**config.mk**
```make
export PLATFORM = sky130hd
export DESIGN_NAME = burst_strobe_gen
export DESIGN_NICKNAME = d
export VERILOG_FILES = /design/src/rtl/burst_strobe_gen.sv
export SDC_FILE = /design/constraint.sdc
export NUM_CORES = 1
export LEC_CHECK = 0
export BUFFER_PORTS_ARGS = -buffer_cell sky130_fd_sc_hd__buf_2
export CAP_MARGIN = 20
export CORE_ASPECT_RATIO = 1.75
export CORE_MARGIN = 2
export CORE_UTILIZATION = 50
export CTS_BUF_LIST = sky130_fd_sc_hd__clkbuf_8
export DETAILED_ROUTE_END_ITERATION = 12
export PLACE_DENSITY = 0.69
export SETUP_SLACK_MARGIN = 0.5
export SYNTH_ARGS = -nofsm -noshare
export SYNTH_HDL_FRONTEND = slang
export SYNTH_SLANG_ARGS = --single-unit
```
**constraint.sdc**
```tcl
create_clock -name clk -period 4.1 [get_ports clk]
set_clock_uncertainty 0.2 [all_clocks]
set_input_delay 1.025 -clock clk [delete_from_list [all_inputs] [get_ports clk]]
set_output_delay 1.025 -clock clk [all_outputs]
set_load 0.01 [all_outputs]
```
**src/rtl/burst_strobe_gen.sv**
```systemverilog
// Programmable burst strobe generator: after an accepted start, emits N
// single-cycle strobes spaced P clocks apart, each tagged with its ordinal.
module burst_strobe_gen #(
  parameter int PERIOD_WIDTH = 16,
  parameter int COUNT_WIDTH  = 8
) (
  input  logic                    clk,
  input  logic                    rst,
  input  logic                    start,
  input  logic                    abort,
  input  logic [PERIOD_WIDTH-1:0] period,
  input  logic [COUNT_WIDTH-1:0]  num_strobes,
  output logic                    strobe,
  output logic [COUNT_WIDTH-1:0]  index,
  output logic                    busy,
  output logic                    done
);

  typedef enum logic [1:0] {
    S_IDLE,
    S_RUN,
    S_FINISH
  } state_t;

  localparam logic [PERIOD_WIDTH-1:0] P_ONE = PERIOD_WIDTH'(1);
  localparam logic [COUNT_WIDTH-1:0]  C_ONE = COUNT_WIDTH'(1);

  state_t                  r_state, w_state_nxt;
  logic [PERIOD_WIDTH-1:0] r_timer, w_timer_nxt;
  logic [PERIOD_WIDTH-1:0] r_period, w_period_nxt;
  logic [COUNT_WIDTH-1:0]  r_count, w_count_nxt;
  logic [COUNT_WIDTH-1:0]  r_num, w_num_nxt;
  logic [COUNT_WIDTH-1:0]  r_index, w_index_nxt;
  logic                    r_strobe, w_strobe_nxt;
  logic                    r_busy, w_busy_nxt;
  logic                    r_done, w_done_nxt;
  logic                    w_last;

  assign w_last = (r_count == (r_num - C_ONE));

  // NOTE: every signal written here gets a default first, so no path can leave
  // one unassigned and infer a latch.
  always_comb begin
    w_state_nxt  = r_state;
    w_timer_nxt  = r_timer;
    w_period_nxt = r_period;
    w_count_nxt  = r_count;
    w_num_nxt    = r_num;
    w_index_nxt  = r_index;
    w_strobe_nxt = 1'b0;
    w_busy_nxt   = r_busy;
    w_done_nxt   = 1'b0;

    case (r_state)
      S_IDLE: begin
        w_busy_nxt = 1'b0;
        if (start && !abort) begin
          if (num_strobes == '0) begin
            // Empty burst: no strobes, busy never rises, done still pulses.
            w_state_nxt = S_FINISH;
            w_done_nxt  = 1'b1;
          end else begin
            w_state_nxt  = S_RUN;
            w_period_nxt = (period == '0) ? P_ONE : period;
            w_num_nxt    = num_strobes;
            w_timer_nxt  = P_ONE;
            w_count_nxt  = '0;
            w_busy_nxt   = 1'b1;
          end
        end
      end

      S_RUN: begin
        if (abort) begin
          w_state_nxt = S_IDLE;
          w_busy_nxt  = 1'b0;
        end else if (r_timer == r_period) begin
          w_strobe_nxt = 1'b1;
          w_index_nxt  = r_count;
          w_timer_nxt  = P_ONE;
          if (w_last) begin
            // The last strobe, done and busy falling all share one edge.
            w_state_nxt = S_FINISH;
            w_busy_nxt  = 1'b0;
            w_done_nxt  = 1'b1;
          end else begin
            w_count_nxt = r_count + C_ONE;
          end
        end else begin
          w_timer_nxt = r_timer + P_ONE;
        end
      end

      S_FINISH: begin
        w_state_nxt = S_IDLE;
      end

      default: begin
        w_state_nxt = S_IDLE;
        w_busy_nxt  = 1'b0;
      end
    endcase
  end

  // NOTE: sequential state uses non-blocking assignments so every register
  // samples the pre-edge values regardless of statement order.
  always_ff @(posedge clk or posedge rst) begin
    if (rst) begin
      r_state  <= S_IDLE;
      r_timer  <= '0;
      r_period <= '0;
      r_count  <= '0;
      r_num    <= '0;
      r_index  <= '0;
      r_strobe <= 1'b0;
      r_busy   <= 1'b0;
      r_done   <= 1'b0;
    end else begin
      r_state  <= w_state_nxt;
      r_timer  <= w_timer_nxt;
      r_period <= w_period_nxt;
      r_count  <= w_count_nxt;
      r_num    <= w_num_nxt;
      r_index  <= w_index_nxt;
      r_strobe <= w_strobe_nxt;
      r_busy   <= w_busy_nxt;
      r_done   <= w_done_nxt;
    end
  end

  assign strobe = r_strobe;
  assign index  = r_index;
  assign busy   = r_busy;
  assign done   = r_done;

endmodule
```
# Word-level counts from Yosys, hierarchy flattened
# Cells that the tools add are included.
# W data, S select, Z words.
# classes
addsub,3
n_eq_ne,11
muxes,33
bitwise_logic,3
reduce_logical,12
# op_table
cell,count
$mux W16,5
$mux W8,5
$pmux W16 S2,1
$add A16 B1 Y16 const B,1
$eq A16 B16 Y1,1
$logic_not A16 Y1,1
$pmux W8 S2,1
$mux W1,13
$reduce_and A3 Y1,4
$mux W2,5
$ne A2 B2 Y1 const B,5
$add A8 B1 Y8 const B,1
$eq A8 B8 Y1,1
$logic_not A8 Y1,1
$sub A8 B1 Y8 const B,1
$ne A3 B3 Y1 const B,2
$reduce_and A6 Y1,1
$pmux W2 S2,1
$reduce_and A4 Y1,1
$not A1 Y1,3
$pmux W1 S3,1
$eq A2 B1 Y1 const B,1
$eq A2 B2 Y1 const B,1
$logic_not A2 Y1,1
4 further kinds,4
# totals
register_bits,61
input_bits,28
output_inout_bits,11
wordCells,71

# Longest topological paths before layout
# depth
ltp_word,6
mapped_depth,8
ltp_nobuf,8

# Worst setup path after synthesis
# No wires, ideal clock.
# synth_path
path_type,in2reg
startpoint,input num_strobes[4]
endpoint,register r_count[3]
setup_ps,78
t_arrival_ps,2422
required_time_ps,3822
slack_ps,1400
path_stages,6
n_path_buf,0
path_cell_list,nor4_1 -> a21boi_0 -> o21a_1 -> o21ai_2 -> or4_1 -> a21oi_1
# synth_between
elab_chain_len,3
# synth_lines
element,line,text
from (decl),12,"input logic [COUNT_WIDTH-1:0] num_strobes,"
$logic_not A8 Y1,58,if (num_strobes == '0) begin
$ne A2 B2 Y1 (no line),--,
$reduce_and A6 Y1 (no line),--,
to (signal assigned),122,r_count <= w_count_nxt;
to (decl),31,"logic [COUNT_WIDTH-1:0] r_count, w_count_nxt;"
# Every way passes these cells.
# A chain may end at the register's enable or synchronous reset.

# Final worst setup path
# layout_path
startpoint,input num_strobes[0]
endpoint,register r_timer[7]
# layout_between
elab_chain_len,3
# layout_lines
element,line,text
$logic_not A8 Y1,58,
$ne A2 B2 Y1 (no line),--,
$reduce_and A4 Y1 (no line),--,
to (signal assigned),120,r_timer <= w_timer_nxt;
to (decl),29,"logic [PERIOD_WIDTH-1:0] r_timer, w_timer_nxt;"
# Every way passes these cells.

==> flow_metrics.env <==
export IMPL_cp_slowest_cell="nor4_1"
export IMPL_dieWidth_um=64.4
export IMPL_cp_arrival_ns=3.11
export IMPL_die_h_um=110
export IMPL_synth_top_cells_by_count="nand2_1, dfrtp_1, xnor2_1"
export IMPL_cp_max_fo=14
export IMPL_startpoint="num_strobes[0]"
export IMPL_vias_per_cell=5.52
export IMPL_rsz0062_at_grt="false"
export IMPL_first_pass_iters=6
export IMPL_routabilityCongestion=0.853
export IMPL_path_buf_inv=1
export IMPL_hold_buffers=0
export IMPL_wl_met2_um=4010
export IMPL_relSlewSlack=0.495
export IMPL_status="completed"
export IMPL_synth_cells=337
export IMPL_slew_viol_final=0
export IMPL_postLayoutCoreUtil=0.598
export IMPL_reg2reg_from="r_timer[0]"
export IMPL_clk_latency_ns=0.34
export IMPL_area_growth_syn_to_layout_pct=15.8
export IMPL_vdd_ir_drop_max_v=0.000271
export IMPL_clock_sinks=61
export IMPL_clkTransAtPathRegs_ns=0.07
export IMPL_start_util=0.517
export IMPL_hp_class="flop to flop"
export IMPL_setup_tns_final_ns=0
export IMPL_synth_top_area_frac=0.478
export IMPL_cts_root_buf="clkbuf_8"
export IMPL_overflow=0
export IMPL_yosysMostFrequentCell="nand2_1"
export IMPL_top_layer_used="met4"
export IMPL_tightest_slew_ns=0.758
export IMPL_min_from="r_period[13]"
export IMPL_hold_viol=0
export IMPL_vias=2567
export IMPL_wl_per_cell_um=15.1
export IMPL_synthFlopType="dfrtp_1"
export IMPL_netlist_top_cells_area="dfrtp_1, nand2_1, xnor2_1"
export IMPL_start_kind="input pin"
export IMPL_setup_viol=0
export IMPL_ys_ff_latch=61
export IMPL_yosysWarnings=0
export IMPL_path_class="input pin to flop"
export IMPL_grt_max_degree=62
export IMPL_ios=39
export IMPL_synth_seq_area_share=0.478
export IMPL_async_flop_share=1.00
export IMPL_clockBufferDepth=2
export IMPL_wl_um=7030
export IMPL_drcViolationCount=0
export IMPL_max_cap_violations=0
export IMPL_crit_required_ns=4.16
export IMPL_fill_cells=549
export IMPL_grt_usage=0.228
export IMPL_syn_area_um2=3190
export IMPL_dp_hpwl_um=5280
export IMPL_antenna_cells=0
export IMPL_final_nets=411
export IMPL_timing_final_crit_share=0.742
export IMPL_clock_fmax_ghz=0.329
export IMPL_rows=38
export IMPL_post_cts_buffers=0
export IMPL_synth_distinct_cells=46
export IMPL_cts_tree="done"
export IMPL_ctsResizeCount=0
export IMPL_grt_pass1_vias=2629
export IMPL_path_cells="buf_2, nor4_1, a21boi_0, o21a_1, and2_0, nor2_1"
export IMPL_core_area_um2=6180
export IMPL_drive_above_1_share=0.200
export IMPL_die_area_um2=7070
export IMPL_pwr_density_cell_nw_per_um2=465
export IMPL_end_kind="flop"
export IMPL_route_met3_wl_um=240
export IMPL_critPathMaxStageDelay_ns=0.63
export IMPL_h_tree_depth=3
export IMPL_numCtsBuffers=9
export IMPL_grt_pass1_wl_um=12000
export IMPL_yosysTopAreaCell="dfrtp_1"
export IMPL_synth_edff_count=0
export IMPL_antenna_found_initial=0
export IMPL_syn_num_nets=368
export IMPL_avgSynthCellArea_um2=9.47
export IMPL_port_buffers=38
export IMPL_fin_crit_ns=3.04
export IMPL_leakage_uw=0.00176
export IMPL_antenna_left=0
export IMPL_drt_iter0_markers=145
export IMPL_wl_met1_um=2550
export IMPL_cpLargestDelayFamily="simple AND/OR/NAND/NOR gates"
## path summary, 6_finish.rpt
kind	end	slack [ns]	cells after the start
worst min register to register	r_period[13]	0.30	2
max in group asynchronous	r_timer[7]	2.51	3
worst min-delay path	r_period[13]	0.30	2
worst max register to register	r_timer[7]	1.45	6
worst max-delay path	r_timer[7]	1.06	6
min in group asynchronous	strobe	0.70	3
## layout make-up
class                      count  area [um^2]  share of cell area
tap                           80          100              0.0271
timing repair buffer          42          220              0.0595
sequential                    61         1530               0.413
clock inverter                 7         98.8              0.0267
clock buffer                   9          124              0.0335
inverter                       7         26.3             0.00710
multi-input combinational    259         1600               0.433
## per-stage QoR
stage / hold slack, ns / cell area, um^2 / total power, uW / std cells / worst slack, ns
after floorplan: 0.265 / 3190 / 1040 / 337 / 1.36
after global placement: 0.280 / 3480 / 1130 / 449 / 0.771
after detailed placement: 0.284 / 3480 / 1140 / 449 / 0.689
after CTS: 0.302 / 3700 / 1740 / 465 / 1.07
after global routing: 0.322 / 3700 / 1830 / 465 / 0.855
final: 0.296 / 3700 / 1720 / 465 / 1.06
## state kept, by name (all words and copies together) (netlist names)
signal and count:
r_period 16, index 8, r_state 2, done 1, r_count 8, r_timer 16, busy 1, strobe 1
r_num 8
## worst reg2reg max path, cell delays in order, from the launching register on
cell and delay, ns:
dfrtp_1 0.46, xnor2_1 0.19, nand4_1 0.21, nor4_4 0.51, nand2b_1 0.20, and2_0 0.62, nor2_1 0.12
## logic make-up after synthesis
kind of cell / count (synthesis) / synth area share
compound gates: 42 / 0.0944
xor+xnor: 39 / 0.107
fa+ha+maj: 3 / 0.0118
buf+inv: 17 / 0.0208
flops: 61 / 0.478
mux: 12 / 0.0408
simple gates: 163 / 0.247
## metal layers
metal | global-route usage | up-vias
met3 | 0.0502 | 20
met1 | 0.226 | 1238
met5 | 0 | -
met4 | 0.125 | 0
li1 | - | 1243
met2 | 0.430 | 66
## cells in the final DEF, fill, tap and decap left out, drive strengths merged, types with 2 or more instances in the layout
| cell type | Yosys | routed |
|---|---|---|
| a211oi | 5 | 5 |
| clkinv | 0 | 3 |
| a21oi | 9 | 9 |
| nor4 | 9 | 9 |
| and2 | 3 | 3 |
| nand2 | 78 | 78 |
| clkbuf | 8 | 9 |
| nor2b | 2 | 2 |
| nor2 | 27 | 27 |
| and4 | 3 | 3 |
| ha | 3 | 3 |
| o2111ai | 2 | 2 |
| dfrtp | 61 | 61 |
| inv | 7 | 8 |
| nand2b | 8 | 8 |
| mux2i | 4 | 4 |
| or4 | 3 | 3 |
| o21ai | 11 | 11 |
| o31ai | 3 | 3 |
| nor3 | 2 | 2 |
| bufinv | 0 | 2 |
| o211ai | 3 | 3 |
| xnor2 | 28 | 28 |
| nor3b | 2 | 2 |
| xor2 | 11 | 11 |
| buf | 2 | 42 |
| and3 | 7 | 7 |
| nand4 | 6 | 6 |
| a21boi | 2 | 2 |
| nand3 | 10 | 10 |
| mux2 | 8 | 8 |
## where the power goes
part / switching [uW] / internal [uW] / leakage [uW] / total, uW
combinational: 196 / 152 / 0.000846 / 348
sequential: 96.0 / 683 / 0.000806 / 779
clock: 248 / 345 / 0.000110 / 592
total: 540 / 1180 / 0.00176 / 1720
No activity file was read; power rests on OpenSTA's default activity.
